[config.mk]
export PLATFORM = sky130hd
export DESIGN_NAME = inst_fetch
export DESIGN_NICKNAME = d
export VERILOG_FILES = /design/src/rtl/inst_fetch_pkg.sv /design/src/rtl/inst_fetch_if_id_reg.sv /design/src/rtl/inst_fetch.sv
export SDC_FILE = /design/constraint.sdc
export NUM_CORES = 1
export LEC_CHECK = 0
export ABC_AREA = 1
export CELL_PAD_IN_SITES_DETAIL_PLACEMENT = 0
export CELL_PAD_IN_SITES_GLOBAL_PLACEMENT = 1
export CORE_MARGIN = 4
export CORE_UTILIZATION = 33
export CTS_BUF_LIST = sky130_fd_sc_hd__clkbuf_8
export DETAILED_ROUTE_END_ITERATION = 12
export PLACE_DENSITY_LB_ADDON = 0.1
export REMOVE_ABC_BUFFERS = 1
export SLEW_MARGIN = 20
export SYNTH_ARGS = -nofsm -noshare
export SYNTH_HDL_FRONTEND = slang
export SYNTH_SLANG_ARGS = --single-unit
[constraint.sdc]
create_clock -name clk -period 1.3 [get_ports clk]
set_input_delay 0.195 -clock clk [delete_from_list [all_inputs] [get_ports clk]]
set_output_delay 0.195 -clock clk [all_outputs]
set_load 0.005 [all_outputs]
[src/rtl/inst_fetch_pkg.sv]
// inst_fetch_pkg: shared PC/instruction constants and fetch FSM encoding
package inst_fetch_pkg;
    localparam int PC_W = 32;
    localparam int INST_W = 32;
    localparam logic [PC_W-1:0] PC_STEP = 32'd4;
    localparam logic [INST_W-1:0] INST_NOP = 32'h0000_0000;
    typedef enum logic [1:0] {
        ST_FETCH,
        ST_HOLD,
        ST_SQUASH
    } fetch_state_t;
endpackage

[src/rtl/inst_fetch_if_id_reg.sv]
// if_id_reg: IF/ID pipeline register with a one-word skid buffer
module if_id_reg
    import inst_fetch_pkg::*;
(
    input  logic              clk,
    input  logic              rst,
    input  logic              skid_wr,
    input  logic              load,
    input  logic              load_skid,
    input  logic              flush,
    input  logic              en,
    input  logic [INST_W-1:0] fetch_data,
    input  logic [PC_W-1:0]   load_pc,
    output logic [INST_W-1:0] inst_id,
    output logic [PC_W-1:0]   pc_id,
    output logic              id_valid
);
    logic [INST_W-1:0] skid;
    // capture a fetched word that could not enter IF/ID yet
    always_ff @(posedge clk) begin
        if (rst)
            skid <= INST_NOP;
        else if (skid_wr)
            skid <= fetch_data;
    end
    // flush beats load; an enabled cycle without a load inserts a bubble
    always_ff @(posedge clk) begin
        if (rst || flush) begin
            inst_id  <= INST_NOP;
            pc_id    <= '0;
            id_valid <= 1'b0;
        end else if (load) begin
            inst_id  <= load_skid ? skid : fetch_data;
            pc_id    <= load_pc;
            id_valid <= 1'b1;
        end else if (en) begin
            inst_id  <= INST_NOP;
            id_valid <= 1'b0;
        end
    end
endmodule

[src/rtl/inst_fetch.sv]
// inst_fetch: single-outstanding instruction fetch with redirect squash and IF/ID skid
module inst_fetch
    import inst_fetch_pkg::*;
#(
    parameter logic [PC_W-1:0] RESET_PC = 32'h0000_0000
) (
    input  logic              clk,
    input  logic              rst,
    input  logic              if_en,
    input  logic              if_rst,
    input  logic              id_en,
    input  logic              id_rst,
    input  logic              redirect_valid,
    input  logic [PC_W-1:0]   redirect_pc,
    output logic              imem_req,
    output logic [PC_W-1:0]   imem_addr,
    input  logic              imem_ack,
    input  logic [INST_W-1:0] imem_data,
    output logic [INST_W-1:0] inst_id,
    output logic [PC_W-1:0]   pc_id,
    output logic              id_valid,
    output logic              if_valid,
    output logic              fetch_stall
);
    fetch_state_t state, state_nx;
    logic [PC_W-1:0] pc, sq_addr;
    logic active, go, ack, advance, skid_wr;
    // fetch FSM state register; if_rst restarts the IF side only
    always_ff @(posedge clk) begin
        if (rst || if_rst)
            state <= ST_FETCH;
        else
            state <= state_nx;
    end
    // next state: redirects kill in-flight work, a blocked ack parks in HOLD
    always_comb begin
        state_nx = state == ST_FETCH ? (redirect_valid ? (ack ? ST_FETCH : ST_SQUASH)
                                                       : (ack && !go ? ST_HOLD : ST_FETCH))
                 : state == ST_HOLD  ? (redirect_valid || go ? ST_FETCH : ST_HOLD)
                 : ack ? ST_FETCH : ST_SQUASH;
    end
    // handshake and pipeline control decode
    always_comb begin
        active      = !rst && !if_rst;
        go          = if_en && id_en;
        imem_req    = active && state != ST_HOLD;
        imem_addr   = state == ST_SQUASH ? sq_addr : pc;
        ack         = imem_req && imem_ack;
        advance     = active && !redirect_valid && go && (state == ST_HOLD || (state == ST_FETCH && ack));
        skid_wr     = state == ST_FETCH && ack && !redirect_valid && !go;
        fetch_stall = id_en && !advance;
        if_valid    = active && state != ST_SQUASH;
    end
    // pc follows redirects first; sq_addr keeps the killed request's address stable
    always_ff @(posedge clk) begin
        if (rst || if_rst) begin
            pc      <= RESET_PC;
            sq_addr <= RESET_PC;
        end else begin
            if (redirect_valid)
                pc <= redirect_pc;
            else if (advance)
                pc <= pc + PC_STEP;
            if (state == ST_FETCH && redirect_valid && !ack)
                sq_addr <= pc;
        end
    end
    if_id_reg u_if_id (
        .clk        (clk),
        .rst        (rst),
        .skid_wr    (skid_wr),
        .load       (advance),
        .load_skid  (state == ST_HOLD),
        .flush      (id_rst),
        .en         (id_en),
        .fetch_data (imem_data),
        .load_pc    (pc + PC_STEP),
        .inst_id    (inst_id),
        .pc_id      (pc_id),
        .id_valid   (id_valid)
    );
endmodule

==> flow_metrics.env, run 1 <==
export IMPL_required_ns=1.63
export IMPL_yosysSeqAreaShare=0.442
export IMPL_ys_flop_type="dfxtp_1"
export IMPL_grt_max_degree=45
export IMPL_status="complete, but fails checks"
export IMPL_cp_arrival_ns=2.24
export IMPL_fp_row_count=54
export IMPL_cp_max_fo=14
export IMPL_die_w_um=158
export IMPL_ys_seq_elements=163
export IMPL_clk_latency_ns=0.46
export IMPL_pwr_density_cell_nw_per_um2=785
export IMPL_synth_edf_count=0
export IMPL_hold_ws_ns=0.150
export IMPL_h_tree_depth=4
export IMPL_vdd_drop_max_v=0.000587
export IMPL_drt_iter0_markers=389
export IMPL_hold_path_end="u_if_id.skid[0]$_SDFFE_PP0P_"
export IMPL_drv_cap=0
export IMPL_grtUsageTotal=0.231
export IMPL_hold_path_startpoint="rst"
export IMPL_clock_fmax_mhz=523
export IMPL_finalSetupViolCount=195
export IMPL_cp_end_kind="flip-flop"
export IMPL_async_reset_ff_frac=0
export IMPL_grt_overflow=0
export IMPL_antenna_found_initial=1
export IMPL_clkSinkCount=163
export IMPL_clk_path_buf_depth=2
export IMPL_ctsHoldBuffers=0
export IMPL_period_share=1.47
export IMPL_r2r_end="u_if_id.skid[9]$_SDFFE_PP0P_"
export IMPL_wirelength_um=30000
export IMPL_slew_violations=0
export IMPL_cts_buffers=17
export IMPL_fin_nets=1500
export IMPL_grt_pass1_wl_um=44800
export IMPL_cts_tree="done"
export IMPL_synth_cells=1097
export IMPL_place_congestion=0.763
export IMPL_grt_pass1_vias=8145
export IMPL_yosysWarnings=0
export IMPL_setup_ws_ns=-0.613
export IMPL_cts_clk_slew_worst_paths_ns=0.10
export IMPL_synth_cell_types=31
export IMPL_core_um2=21900
export IMPL_r2r_slack_ns=-0.61
export IMPL_worstHoldPathType="input pin to flip-flop"
export IMPL_critPathMaxStageDelay_ns=0.34
export IMPL_n_antenna_cell=0
export IMPL_clock_skew_ns=0.0145
export IMPL_dp_hpwl_um=16800
export IMPL_first_pass_iters=5
export IMPL_syn_area_um2=7380
export IMPL_die_h_um=158
export IMPL_dp_slack_ns=-0.875
export IMPL_num_fill_cells=2008
export IMPL_r2r_start="state[1]$_SDFF_PP0_"
export IMPL_drive_gt1_frac=0.420
export IMPL_fin_crit_ns=1.91
export IMPL_drc=0
export IMPL_critPathTopFamily="buffers and inverters"
export IMPL_avgSynthCellArea_um2=6.72
export IMPL_crit_chain="inv_2, buf_4, buf_6, nand4_4, buf_6, buf_4, buf_4, nor2_4, buf_6, buf_12, buf_12, inv_16, nand2_1, a21oi_1"
export IMPL_wl_per_cell_um=17.4
export IMPL_critPathLaunchType="flip-flop"
export IMPL_die_area_um2=24800
export IMPL_postRouteAntennaNets=0
export IMPL_final_common_cell="nand2_1"
export IMPL_area_growth_pct=83.6
export IMPL_cts_root_buffer="clkbuf_8"
export IMPL_path_buf_inv=10
export IMPL_viasPerCell=4.88
export IMPL_failed_checks="negative setup slack"
export IMPL_r2r_cells=14
export IMPL_final_cell_count_no_fill=1720
export IMPL_hold_viol=0
export IMPL_io_pins=172
export IMPL_port_buffer_count=171
export IMPL_timing_setup_tns_ns=-81.48
export IMPL_place_inst=1615
export IMPL_tightest_slew_ns=0.786
export IMPL_final_cell_mix="nand2_1, buf_4, dfxtp_1"
export IMPL_slowest_stage="dfxtp_2"
export IMPL_holdPathStages=3
export IMPL_rsz0062_at_grt="yes"
export IMPL_p_leak_nw=6.57
export IMPL_worst_setup_path_type="flip-flop to flip-flop"
export IMPL_via_count=8391
export IMPL_relSlewSlack=0.476
export IMPL_initial_utilization=0.337
export IMPL_power_w=0.0106
[tightest hold or removal path, stage by stage]
cell and delay, ns:
dlymetal6s2s_1 0.16, buf_4 0.18, a21oi_2 0.03
[stage by stage]
stage,utilization,instance area [um^2]
floorplan,-,7060
global placement,0.469,10300
detailed placement,0.469,10300
CTS,0.557,12200
global route,0.619,13500
finish,0.619,13500
[worst max path at each step]
stage / from / to / cells after the start
finish: state[1]$_SDFF_PP0_ / u_if_id.skid[9]$_SDFFE_PP0P_ / 14
CTS: state[1]$_SDFF_PP0_ / imem_addr[20] / 9
global placement: rst / fetch_stall / 9
detailed placement: rst / fetch_stall / 9
global route: state[1]$_SDFF_PP0_ / u_if_id.skid[9]$_SDFFE_PP0P_ / 14
floorplan: state[1]$_SDFF_PP0_ / u_if_id.inst_id[31]$_SDFFE_PP0P_ / 7
[power by group]
group          switching [W]  internal, W
Combinational       0.000834     0.000816
Sequential         0.0000945      0.00509
Clock                0.00210      0.00170
[flip-flops by register name, summed over array words and instances (netlist names)]
name,flops
u_if_id.skid,32
pc,32
u_if_id.pc_id,32
u_if_id.inst_id,32
sq_addr,32
state,2
u_if_id.id_valid,1
[Yosys cell counts (2+ instances only)]
master     number  share of area
buf_1           6         0.0031
o21ai_1         2         0.0014
inv_1          56          0.028
dfxtp_1       163           0.44
nand3_1        66          0.045
clkbuf_1       30          0.015
buf_4           5         0.0051
nor3_1          3         0.0020
o21ai_0        76          0.052
xor2_1          4         0.0047
and2_1          2         0.0017
nor2_2          3         0.0025
nand2_1       429           0.22
buf_2          19          0.013
nand2_2         3         0.0025
nor2_1         76          0.039
a21oi_1       107          0.073
o2111ai_1      10          0.012
a211oi_1       17          0.017
buf_6           4         0.0061
inv_2           6         0.0031
[what timing repair did]
item / in CTS / in global routing
setup endpoints to repair: 260 / 256
buffers inserted: 23 / 26
pin swaps: 29 / 61
cloned: 26 / 10
resized for setup: 451 / 329
[logic make-up after synthesis]
logic type	synth area share
AND/OR/NAND/NOR	0.321
AO/OA/AOI/OAI	0.155
flip-flops	0.442
buffers and inverters	0.0746
XOR/XNOR	0.00594
adder cells (fa/ha/maj)	0.00170
[cell type report]
cell class / count / area [um^2] / area share
Inverter: 63 / 293 / 0.0216
Clock buffer: 20 / 275 / 0.0203
Multi-Input combinational cell: 807 / 4880 / 0.360
Tap cell: 280 / 350 / 0.0259
Timing Repair Buffer: 373 / 4250 / 0.314
Clock inverter: 12 / 121 / 0.00896
Timing Repair inverter: 2 / 36.3 / 0.00268
Sequential cell: 163 / 3330 / 0.246
[layer usage]
layer  wire (um)  part of all wire  global-route usage  up-vias
li1            -                 -                   -     4222
met1       13000              0.43               0.296     3909
met2       14800              0.49               0.398      217
met3        1580             0.053              0.0476       41
met4         632             0.021              0.0602        2
met5          13           0.00043                   0        -
No activity file was read; power rests on OpenSTA's default activity.
==> run 2: changes to the inputs <==
Settings changed: CORE_UTILIZATION 33 to 32, CTS_BUF_LIST sky130_fd_sc_hd__clkbuf_8 to sky130_fd_sc_hd__clkbuf_4 sky130_fd_sc_hd__clkbuf_8 sky130_fd_sc_hd__clkbuf_16.
==> run 2 against run 1 <==
The flow still finishes with violations (negative setup slack). Clock-buffer cell count decreased by 2. Worst setup slack gained 0.042 ns. Combinational power is 5% lower. Clock skew shrank 0.0045 ns. Hold slack improved by 0.18 ns. Sequential power hardly changed. Critical path depth is 6 lower. Largest cell class unchanged. Highest routed layer is now met4.
==> flow_metrics.env, run 2 (synthesized netlist as in run 1, its figures left out) <==
export IMPL_timing_setup_tns_ns=-75.46
export IMPL_regArea_um2=3290
export IMPL_clock_skew_ns=0.00994
export IMPL_wirelength_um=30900
export IMPL_status="complete, but fails checks"
export IMPL_critPathTopFamily="buffers and inverters"
export IMPL_die_h_um=160
export IMPL_dp_hpwl_um=17200
export IMPL_area_growth_pct=78.9
export IMPL_cp_max_fo=7
export IMPL_cts_buffers=17
export IMPL_place_congestion=0.782
export IMPL_drt_iter0_markers=473
export IMPL_clk_latency_ns=0.43
export IMPL_drive_gt1_frac=0.347
export IMPL_cts_root_buffer="clkbuf_16"
export IMPL_r2r_start="state[1]$_SDFF_PP0_"
export IMPL_via_count=8439
export IMPL_io_pins=172
export IMPL_grtUsageTotal=0.235
export IMPL_h_tree_depth=4
export IMPL_dp_slack_ns=-0.804
export IMPL_num_fill_cells=2048
export IMPL_final_common_cell="nand2_1"
export IMPL_clkSinkCount=163
export IMPL_r2r_slack_ns=-0.50
export IMPL_port_buffer_count=171
export IMPL_postRouteAntennaNets=0
export IMPL_clock_fmax_mhz=534
export IMPL_period_share=1.44
export IMPL_hold_viol=0
export IMPL_worstHoldPathType="input pin to flip-flop"
export IMPL_cp_arrival_ns=1.68
export IMPL_finalSetupViolCount=196
export IMPL_crit_chain="nor2_4, buf_6, buf_6, buf_16, buf_6, nand2_2, o21ai_2, buf_2"
export IMPL_holdPathStages=3
export IMPL_setup_ws_ns=-0.571
export IMPL_fin_nets=1497
export IMPL_cp_common_cell="buf_6"
export IMPL_vdd_drop_max_v=0.000858
export IMPL_final_cell_count_no_fill=1723
export IMPL_die_area_um2=25500
export IMPL_die_w_um=160
export IMPL_antenna_found_initial=0
export IMPL_tightest_slew_ns=0.675
export IMPL_cts_tree="done"
export IMPL_initial_utilization=0.326
export IMPL_grt_max_degree=63
export IMPL_multi_input_area_um2=4560
export IMPL_drv_cap=0
export IMPL_p_seq_frac=0.440
export IMPL_core_um2=22600
export IMPL_slew_violations=0
export IMPL_first_pass_iters=5
export IMPL_wl_per_cell_um=17.9
export IMPL_r2r_cells=13
export IMPL_rsz0062_at_grt="yes"
export IMPL_final_cell_mix="nand2_1, dfxtp_1, buf_4"
export IMPL_viasPerCell=4.90
export IMPL_critPathMaxStageDelay_ns=0.37
export IMPL_required_ns=1.11
export IMPL_p_clk_frac=0.427
export IMPL_p_leak_nw=5.76
export IMPL_grt_pass1_wl_um=47300
export IMPL_swShare=0.272
export IMPL_hold_path_end="pc[0]$_SDFFE_PP0P_"
export IMPL_cts_clk_slew_worst_paths_ns=0.07
export IMPL_fp_row_count=55
export IMPL_slowest_stage="dfxtp_4"
export IMPL_pwr_density_cell_nw_per_um2=891
export IMPL_drc=0
export IMPL_pwr_share_comb=0.133
export IMPL_worst_setup_path_type="flip-flop to output pin"
export IMPL_path_buf_inv=5
export IMPL_failed_checks="negative setup slack"
export IMPL_clk_path_buf_depth=2
export IMPL_fin_crit_ns=1.87
export IMPL_cp_end_kind="output pin"
export IMPL_p_sw_w=0.00319
export IMPL_r2r_end="u_if_id.pc_id[13]$_SDFFE_PP0P_"
export IMPL_hold_ws_ns=0.326
export IMPL_grt_pass1_vias=8493
export IMPL_critPathLaunchType="flip-flop"
export IMPL_power_w=0.0118
export IMPL_hold_path_startpoint="redirect_pc[0]"
export IMPL_relSlewSlack=0.550
export IMPL_grt_overflow=0
export IMPL_place_inst=1618
export IMPL_internal_power_w=0.00857
==> run 2: layer usage <==
metal | GRT usage | wire length, um | vias up | share of wire
met5 | 0 | 0 | - | 0
li1 | - | - | 4225 | -
met4 | 0.0637 | 852 | 0 | 0.028
met3 | 0.0617 | 1610 | 52 | 0.052
met2 | 0.407 | 15300 | 203 | 0.49
met1 | 0.290 | 13200 | 3959 | 0.43
==> run 2: how the worst max path moves through the flow <==
stage,from,to,slack (ns),cells past startpoint
2_1_floorplan,state[1]$_SDFF_PP0_,u_if_id.inst_id[31]$_SDFFE_PP0P_,-2.33,7
3_3_place_gp,if_rst,fetch_stall,-0.81,8
3_5_place_dp,if_rst,fetch_stall,-0.80,8
4_1_cts,state[1]$_SDFF_PP0_,imem_addr[13],-0.55,8
5_1_grt,state[1]$_SDFF_PP0_,imem_addr[9],-0.64,9
6_report,state[0]$_SDFF_PP0_,imem_addr[9],-0.57,8
==> run 2: power by group through the flow <==
| stage | logic, W | clock network, W | registers, W |
|---|---|---|---|
| floorplan | 0.000404 | 0 | 0.00526 |
| global placement | 0.00115 | 0 | 0.00527 |
| detailed placement | 0.00115 | 0 | 0.00527 |
| CTS | 0.00142 | 0.00509 | 0.00516 |
| global route | 0.00167 | 0.00537 | 0.00518 |
| finish | 0.00156 | 0.00502 | 0.00517 |
==> run 2: area by class of cell <==
class,count,area share
Tap cell,285,0.0270
Timing Repair Buffer,372,0.314
Antenna cell,1,0.000190
Clock inverter,14,0.0107
Multi-Input combinational cell,807,0.345
Inverter,63,0.0206
Clock buffer,18,0.0328
Sequential cell,163,0.249
==> run 2: worst reg2reg max path: cells and delay by family, from the launching register on <==
kind / cells / cell delay, ns
buffers and inverters: 8 / 0.97
and+or+nand+nor: 4 / 0.32
DFF: 1 / 0.34
AOI/OAI and AO/OA: 1 / 0.06
==> run 2: repair_timing <==
item / 4_1_cts / 5_1_grt
setup endpoints to repair: 260 / 200
cloned: 32 / 4
setup buffers: 42 / 9
hold buffers: 0 / 0
resized for setup: 545 / 109
pin swaps: 31 / 21
==> run 2: per-stage QoR <==
| step | utilization | instance area (um^2) |
|---|---|---|
| after floorplan | - | 7060 |
| after global routing | 0.583 | 13200 |
| after CTS | 0.563 | 12700 |
| final | 0.583 | 13200 |
| after detailed placement | 0.453 | 10300 |
| after global placement | 0.453 | 10300 |
